--- config.mk ---
export PLATFORM = sky130hd
export DESIGN_NAME = bt_frame_ctrl
export DESIGN_NICKNAME = d
export VERILOG_FILES = /design/src/rtl/bt_frame_ctrl.sv
export SDC_FILE = /design/constraint.sdc
export NUM_CORES = 1
export LEC_CHECK = 0
export CAP_MARGIN = 10
export CORE_MARGIN = 2
export CORE_UTILIZATION = 63
export CTS_CLUSTER_SIZE = 8
export DETAILED_ROUTE_END_ITERATION = 8
export PLACE_DENSITY = 0.95
export SLEW_MARGIN = 20
export SYNTH_ARGS = -nofsm -noshare
export SYNTH_HDL_FRONTEND = slang
export SYNTH_SLANG_ARGS = --single-unit
export TNS_END_PERCENT = 20
--- constraint.sdc ---
create_clock -name sys_clk -period 4.8 [get_ports sys_clk]
set_input_delay 0.72 -clock sys_clk [delete_from_list [all_inputs] [get_ports sys_clk]]
set_output_delay 0.72 -clock sys_clk [all_outputs]
set_load 0.02 [all_outputs]
--- src/rtl/bt_frame_ctrl.sv ---
// Frame controller behind the Bluetooth UART receiver: assembles SOF/CMD/LEN/PAYLOAD/CSUM
// frames, validates them, and releases good frames over a cmd handshake plus payload stream.
module bt_frame_ctrl #(
    parameter logic [7:0] SOF         = 8'hA5,
    parameter int         MAX_LEN     = 16,
    parameter int         TIMEOUT_CYC = 520833,
    parameter int         TO_W        = 20
) (
    input  logic        sys_clk,
    input  logic        sys_rst,
    input  logic        uart_done,
    input  logic [7:0]  uart_data,
    output logic        cmd_valid,
    input  logic        cmd_ready,
    output logic [7:0]  cmd_code,
    output logic [7:0]  cmd_len,
    output logic        pl_valid,
    input  logic        pl_ready,
    output logic [7:0]  pl_data,
    output logic        pl_last,
    output logic        err_csum,
    output logic        err_len,
    output logic        err_tmo,
    output logic        err_ovr,
    output logic [15:0] frm_cnt,
    output logic [7:0]  err_cnt
);

    localparam int                IDX_W     = (MAX_LEN > 1) ? $clog2(MAX_LEN) : 1;
    localparam int                DEPTH     = 1 << IDX_W;
    localparam logic [7:0]        MAX_LEN_B = 8'(MAX_LEN);
    localparam logic [TO_W-1:0]   TMO_LAST  = TO_W'(TIMEOUT_CYC - 1);

    typedef enum logic [2:0] {
        ST_HUNT,
        ST_CMD,
        ST_LEN,
        ST_PAY,
        ST_CSUM,
        ST_EMIT_CMD,
        ST_EMIT_PAY
    } state_t;

    state_t state, state_nxt;

    logic             done_d;
    logic             byte_stb;
    logic             in_frame;
    logic             tmo_hit;
    logic [7:0]       len_q;
    logic [7:0]       csum_acc;
    logic [IDX_W-1:0] idx;
    logic [IDX_W-1:0] rd;
    logic [IDX_W-1:0] last_idx;
    logic [TO_W-1:0]  tmo_cnt;
    logic [7:0]       buf_mem [DEPTH];
    logic             ev_csum, ev_len, ev_tmo, ev_ovr, ev_frm;

    // One byte per uart_done high period, taken on its rising edge.
    assign byte_stb = uart_done && !done_d;
    assign in_frame = (state == ST_CMD) || (state == ST_LEN) ||
                      (state == ST_PAY) || (state == ST_CSUM);
    assign tmo_hit  = in_frame && !byte_stb && (tmo_cnt == TMO_LAST);
    assign last_idx = IDX_W'(len_q - 8'd1);

    assign cmd_valid = (state == ST_EMIT_CMD);
    assign cmd_len   = len_q;
    assign pl_valid  = (state == ST_EMIT_PAY);
    assign pl_data   = pl_valid ? buf_mem[rd] : 8'h00;
    assign pl_last   = pl_valid && (rd == last_idx);

    always_ff @(posedge sys_clk) begin
        if (sys_rst) state <= ST_HUNT;
        else         state <= state_nxt;
    end

    // NOTE: every output of this block gets a default first so no path leaves one unassigned (no latches).
    always_comb begin
        state_nxt = state;
        ev_csum   = 1'b0;
        ev_len    = 1'b0;
        ev_tmo    = 1'b0;
        ev_ovr    = 1'b0;
        ev_frm    = 1'b0;
        case (state)
            ST_HUNT: begin
                if (byte_stb && uart_data == SOF) state_nxt = ST_CMD;
            end
            ST_CMD: begin
                if (byte_stb)     state_nxt = ST_LEN;
                else if (tmo_hit) begin ev_tmo = 1'b1; state_nxt = ST_HUNT; end
            end
            ST_LEN: begin
                if (byte_stb) begin
                    if (uart_data > MAX_LEN_B) begin
                        ev_len    = 1'b1;
                        state_nxt = ST_HUNT;
                    end else if (uart_data == 8'd0) begin
                        state_nxt = ST_CSUM;
                    end else begin
                        state_nxt = ST_PAY;
                    end
                end else if (tmo_hit) begin
                    ev_tmo    = 1'b1;
                    state_nxt = ST_HUNT;
                end
            end
            ST_PAY: begin
                if (byte_stb) begin
                    if (idx == last_idx) state_nxt = ST_CSUM;
                end else if (tmo_hit) begin
                    ev_tmo    = 1'b1;
                    state_nxt = ST_HUNT;
                end
            end
            ST_CSUM: begin
                if (byte_stb) begin
                    if (uart_data == csum_acc) begin
                        state_nxt = ST_EMIT_CMD;
                    end else begin
                        ev_csum   = 1'b1;
                        state_nxt = ST_HUNT;
                    end
                end else if (tmo_hit) begin
                    ev_tmo    = 1'b1;
                    state_nxt = ST_HUNT;
                end
            end
            ST_EMIT_CMD: begin
                ev_ovr = byte_stb;
                if (cmd_ready) begin
                    if (len_q != 8'd0) begin
                        state_nxt = ST_EMIT_PAY;
                    end else begin
                        ev_frm    = 1'b1;
                        state_nxt = ST_HUNT;
                    end
                end
            end
            ST_EMIT_PAY: begin
                ev_ovr = byte_stb;
                if (pl_ready && rd == last_idx) begin
                    ev_frm    = 1'b1;
                    state_nxt = ST_HUNT;
                end
            end
            default: state_nxt = ST_HUNT;
        endcase
    end

    // NOTE: sequential state uses non-blocking assignments so every register samples pre-edge values.
    always_ff @(posedge sys_clk) begin
        if (sys_rst) begin
            done_d   <= 1'b0;
            cmd_code <= 8'h00;
            len_q    <= 8'h00;
            csum_acc <= 8'h00;
            idx      <= '0;
            rd       <= '0;
            tmo_cnt  <= '0;
            err_csum <= 1'b0;
            err_len  <= 1'b0;
            err_tmo  <= 1'b0;
            err_ovr  <= 1'b0;
            frm_cnt  <= 16'h0000;
            err_cnt  <= 8'h00;
        end else begin
            done_d   <= uart_done;
            err_csum <= ev_csum;
            err_len  <= ev_len;
            err_tmo  <= ev_tmo;
            err_ovr  <= ev_ovr;

            if ((ev_csum || ev_len || ev_tmo || ev_ovr) && err_cnt != 8'hFF)
                err_cnt <= err_cnt + 8'd1;
            if (ev_frm)
                frm_cnt <= frm_cnt + 16'd1;

            if (byte_stb || !in_frame) tmo_cnt <= '0;
            else                       tmo_cnt <= tmo_cnt + 1'b1;

            if (byte_stb) begin
                case (state)
                    ST_CMD: begin
                        cmd_code <= uart_data;
                        csum_acc <= uart_data;
                    end
                    ST_LEN: begin
                        len_q    <= uart_data;
                        csum_acc <= csum_acc ^ uart_data;
                        idx      <= '0;
                    end
                    ST_PAY: begin
                        idx      <= idx + 1'b1;
                        csum_acc <= csum_acc ^ uart_data;
                    end
                    ST_CSUM: rd <= '0;
                    default: ;
                endcase
            end

            if (pl_valid && pl_ready) rd <= rd + 1'b1;
        end
    end

    // NOTE: payload storage has no reset; it is always written before it is read.
    always_ff @(posedge sys_clk) begin
        if (state == ST_PAY && byte_stb) buf_mem[idx] <= uart_data;
    end

endmodule

==> summary.md <==
| Metric | Value |
|---|---|
| Worst-path cell with the longest stage delay | sky130_fd_sc_hd__dfxtp_1 |
| Total standard cell area after synthesis | 0.00929 mm2 |
| Setup repair after global routing missed its margin | false |
| Highest ir drop seen on vdd | 315 uV |
| Clock Sinks | 216 |
| Tcrit/Tclk final | 0.869 |
| Hold Buf Count CTS | 0 |
| Most numerous cell in the Yosys netlist | sky130_fd_sc_hd__edfxtp_1 |
| Initial standard-cell utilization of the core | 0.641 |
| Total vias in the final route | 6456 |
| P&R area growth vs syn | 18.3% |
| Worst reg-to-reg setup slack | 2.00 ns |
| Overflow after GRT | 0 |
| Die H | 125 um |
| Multiplexer area fraction after synthesis | 0.0992 |
| Complex-gate fraction of the synthesized area | 0.0488 |
| Post-CTS repair timing setup buffer count | 0 |
| Hold worst-path end | cmd_code[3] |
| Total routed wire length on the met1 layer | 8380 um |
| Critical Path Fanout Max | 17 |
| Power density of the placed cells | 359 mW/mm2 |
| Vias per std cell | 6.40 |
| Clock Skews | 0.0127 ns |
| Adder-Cell Fraction of Synth Area | 0.0135 |
| Proportion of layout cells with a drive suffix above 1 | 0.126 |
| Met2 WL post-DR | 12100 um |
| # DRC | 0 |
| DIE WIDTH | 125 um |
| Maximum Capacitance Violations | 0 |
| Master cell of the clock root buffer | sky130_fd_sc_hd__clkbuf_16 |
| Max Transition Viols Final | 0 |
| Synth cell types | 60 |
| Cells along the critical path | nor2b_1, nand2_1, inv_1, and3_1, clkdlybuf4s50_1 |
| Core Footprint | 0.0145 mm2 |
| HP Class | reg2reg |
| Cell types with the largest area share after synthesis | sky130_fd_sc_hd__edfxtp_1 (41%), sky130_fd_sc_hd__dfxtp_1 (19%), sky130_fd_sc_hd__mux4_2 (9.7%) |
| Start of the worst register-to-register path | state[2] |
| Main combinational cell family by area after synthesis | simple AND/OR/NAND/NOR gates |
| Capture point of the worst reg-to-reg path | buf_mem[10][3] |
| Vias in the first global route | 6630 |
| Mean post-synth cell area | 12.8 um2 |
| Antenna violations before repair | 0 |
| Deepest clock path buffer count | 3 |
| Routed Wire Length | 23300 um |
| First-pass GRT wire length | 36600 um |
| Count of flip-flops with a built-in enable after synthesis | 128 |
| Area fraction of the dominant cell type after synthesis | 0.414 |
| # IOs | 68 |
| Final critical path time including I/O delays and setup | 4.17 ns |
| Xor-xnor portion of the synthesized cell area | 0.0593 |
| Finish-stage setup viols | 0 |
| Post-Syn Instances | 725 |
| Reg clk slew, reported paths | 0.06 ns |
| Detailed-placement wirelength estimate | 14100 um |
| Total met3 wirelength after detailed routing | 1740 um |
| Initial DRC Count | 888 |
| Port bufs | 67 |
| Net count, final | 828 |
| Fraction of synthesis flops using an asynchronous set or reset pin | 0 |
| Setup TNS | 0 ns |
| Placement Rows | 44 |
| CP max stage delay | 0.73 ns |
| Pin count of the biggest net entering global routing | 65 |
| Result of the run | finished clean |
| Slew HR | 0.349 |
| Routed length per placed instance | 23.1 um |
| Yosys warning count | 0 |
| GPL Wtd Cong | 0.890 |
| CP arrival | 3.45 ns |
| Diode insertion count for antenna repair | 0 |
| Inserted Clock Buffers | 30 |
| TritonCTS clock tree | done |
| Actual slew at the worst max-slew pin | 0.973 ns |
| Sort of element at the start of the critical path | flip-flop |
| Worst-skew pair later-pin latency | 0.54 ns |
| Startpoint of the tightest hold check path | cmd_code[3] |
| Post-Route Utilization | 0.759 |
| Depth of the CTS H-tree | 1 |
| Type of element capturing the critical path | primary output |
| Classification of the worst setup path | reg2out |
| Yosys top cell by area | sky130_fd_sc_hd__edfxtp_1 |
| Die outline area | 0.0157 mm2 |
| Achievable clock frequency | 240 MHz |
| Hold path cells | 2 |
| Worst reg-to-reg path cell count | 5 |
| Post-synthesis simple-gate area fraction | 0.150 |
| Post-synth top flop | sky130_fd_sc_hd__edfxtp_1 |
| Post_cts resized | 0 |
| Number of buffer and inverter instances along the worst setup path | 2 |
| Top sig layer | met4 |
| Overall fraction of global-route tracks in use | 0.299 |
| DR pass1 iterations | 6 |
| Levels on crit path | 5 |
| Flops & latches, synth | 216 |
| Total power after layout | 3950 uW |
| Total nets after synthesis | 748 |
| Leakage component of the power | 0.00357 uW |
| Most instantiated cells after synthesis | sky130_fd_sc_hd__edfxtp_1 (128), sky130_fd_sc_hd__dfxtp_1 (88), sky130_fd_sc_hd__nor2_1 (70), sky130_fd_sc_hd__nand2_1 (61), sky130_fd_sc_hd__mux4_2 (40) |
| Remaining number of nets flagged by the antenna check after routing | 0 |
| Crit path max-delay family | simple AND/OR/NAND/NOR gates |
| Sequential share of the synthesized area | 0.604 |
| CP required | 4.08 ns |
| Final hold violation count | 0 |
## worst max-delay path by stage
stage | from | end
6_report | state[1] | pl_last
5_1_grt | state[1] | pl_last
4_1_cts | state[1] | pl_last
3_5_place_dp | state[1] | pl_last
3_3_place_gp | flip-flop | pl_data[7]
2_1_floorplan | flip-flop | pl_data[0]
## where the power goes
group / internal, uW / switching [uW] / total (uW)
Clock: 1180 / 744 / 1920
Sequential: 1960 / 0.483 / 1960
Combinational: 17.2 / 45.5 / 62.7
Total: 3160 / 790 / 3950
## routing by layer
metal  vias up  track usage
met4         0        0.131
met5         -            0
met3        99       0.0496
met1      3141        0.361
met2       383        0.531
li1       2833            -
## layout make-up
class / instances / area, um2
Fill cell: 787 / 3490
Timing Repair Buffer: 84 / 793
Inverter: 19 / 71.3
Multi-Input combinational cell: 454 / 3440
Sequential cell: 216 / 5610
Tap cell: 184 / 230
Clock buffer: 51 / 851
## metrics by stage
stage / instance area, um2 / std cells / hold WS, ns / setup slack [ns]
after floorplan: 9290 / 725 / 0.438 / 2.10
after global placement: 10100 / 957 / 0.448 / 1.46
after detailed placement: 10100 / 957 / 0.455 / 1.35
after CTS: 11000 / 1008 / 0.463 / 0.730
after global routing: 11000 / 1008 / 0.481 / 0.486
final: 11000 / 1008 / 0.457 / 0.629
## state kept, by name, summed over array words and instances, names as in the netlist, named ones only
| register | cells |
|---|---|
| rd | 4 |
| err_cnt | 8 |
| err_len | 1 |
| cmd_len | 8 |
| buf_mem | 128 |
| tmo_cnt | 20 |
| frm_cnt | 16 |
| done_d | 1 |
| idx | 4 |
| err_ovr | 1 |
| csum_acc | 8 |
| state | 3 |
| err_tmo | 1 |
| err_csum | 1 |
| cmd_code | 8 |
## layout by cell type (no fill, tap or decap), types with 4 or more instances in the layout
master and instances:
sky130_fd_sc_hd__edfxtp_1 128, sky130_fd_sc_hd__dfxtp_1 87, sky130_fd_sc_hd__nor2_1 70, sky130_fd_sc_hd__clkdlybuf4s50_1 66, sky130_fd_sc_hd__nand2_1 61, sky130_fd_sc_hd__mux4_2 40, sky130_fd_sc_hd__a21oi_1 36, sky130_fd_sc_hd__nand3_1 33
sky130_fd_sc_hd__xor2_1 31, sky130_fd_sc_hd__clkbuf_16 31, sky130_fd_sc_hd__xnor2_1 24, sky130_fd_sc_hd__clkbuf_1 20, sky130_fd_sc_hd__inv_1 19, sky130_fd_sc_hd__buf_4 17, sky130_fd_sc_hd__nor2b_1 16, sky130_fd_sc_hd__nand4_1 14
sky130_fd_sc_hd__nor3_1 12, sky130_fd_sc_hd__and3_1 12, sky130_fd_sc_hd__nor4_1 11, sky130_fd_sc_hd__ha_1 10, sky130_fd_sc_hd__or3_1 9, sky130_fd_sc_hd__o21ai_1 7, sky130_fd_sc_hd__and2_1 6, sky130_fd_sc_hd__o21ai_0 6
sky130_fd_sc_hd__nand2b_1 5, sky130_fd_sc_hd__a211oi_1 4, sky130_fd_sc_hd__nor3b_1 4
## cells by family (layout without fill, tap and decap cells)
group / after synthesis / in the layout
mux: 42 / 42
fa+ha+maj: 10 / 10
simple gates: 272 / 272
compound gates: 72 / 72
flops: 216 / 216
xor+xnor: 58 / 58
buf+inv: 55 / 154
## worst reg2reg max path: cells and delay by family (launching register included)
kind | cells | cell delay [ns]
buffers and inverters | 1 | 0.23
DFF | 1 | 0.52
and+or+nand+nor | 4 | 1.68
(Power assumes the default switching activity.)
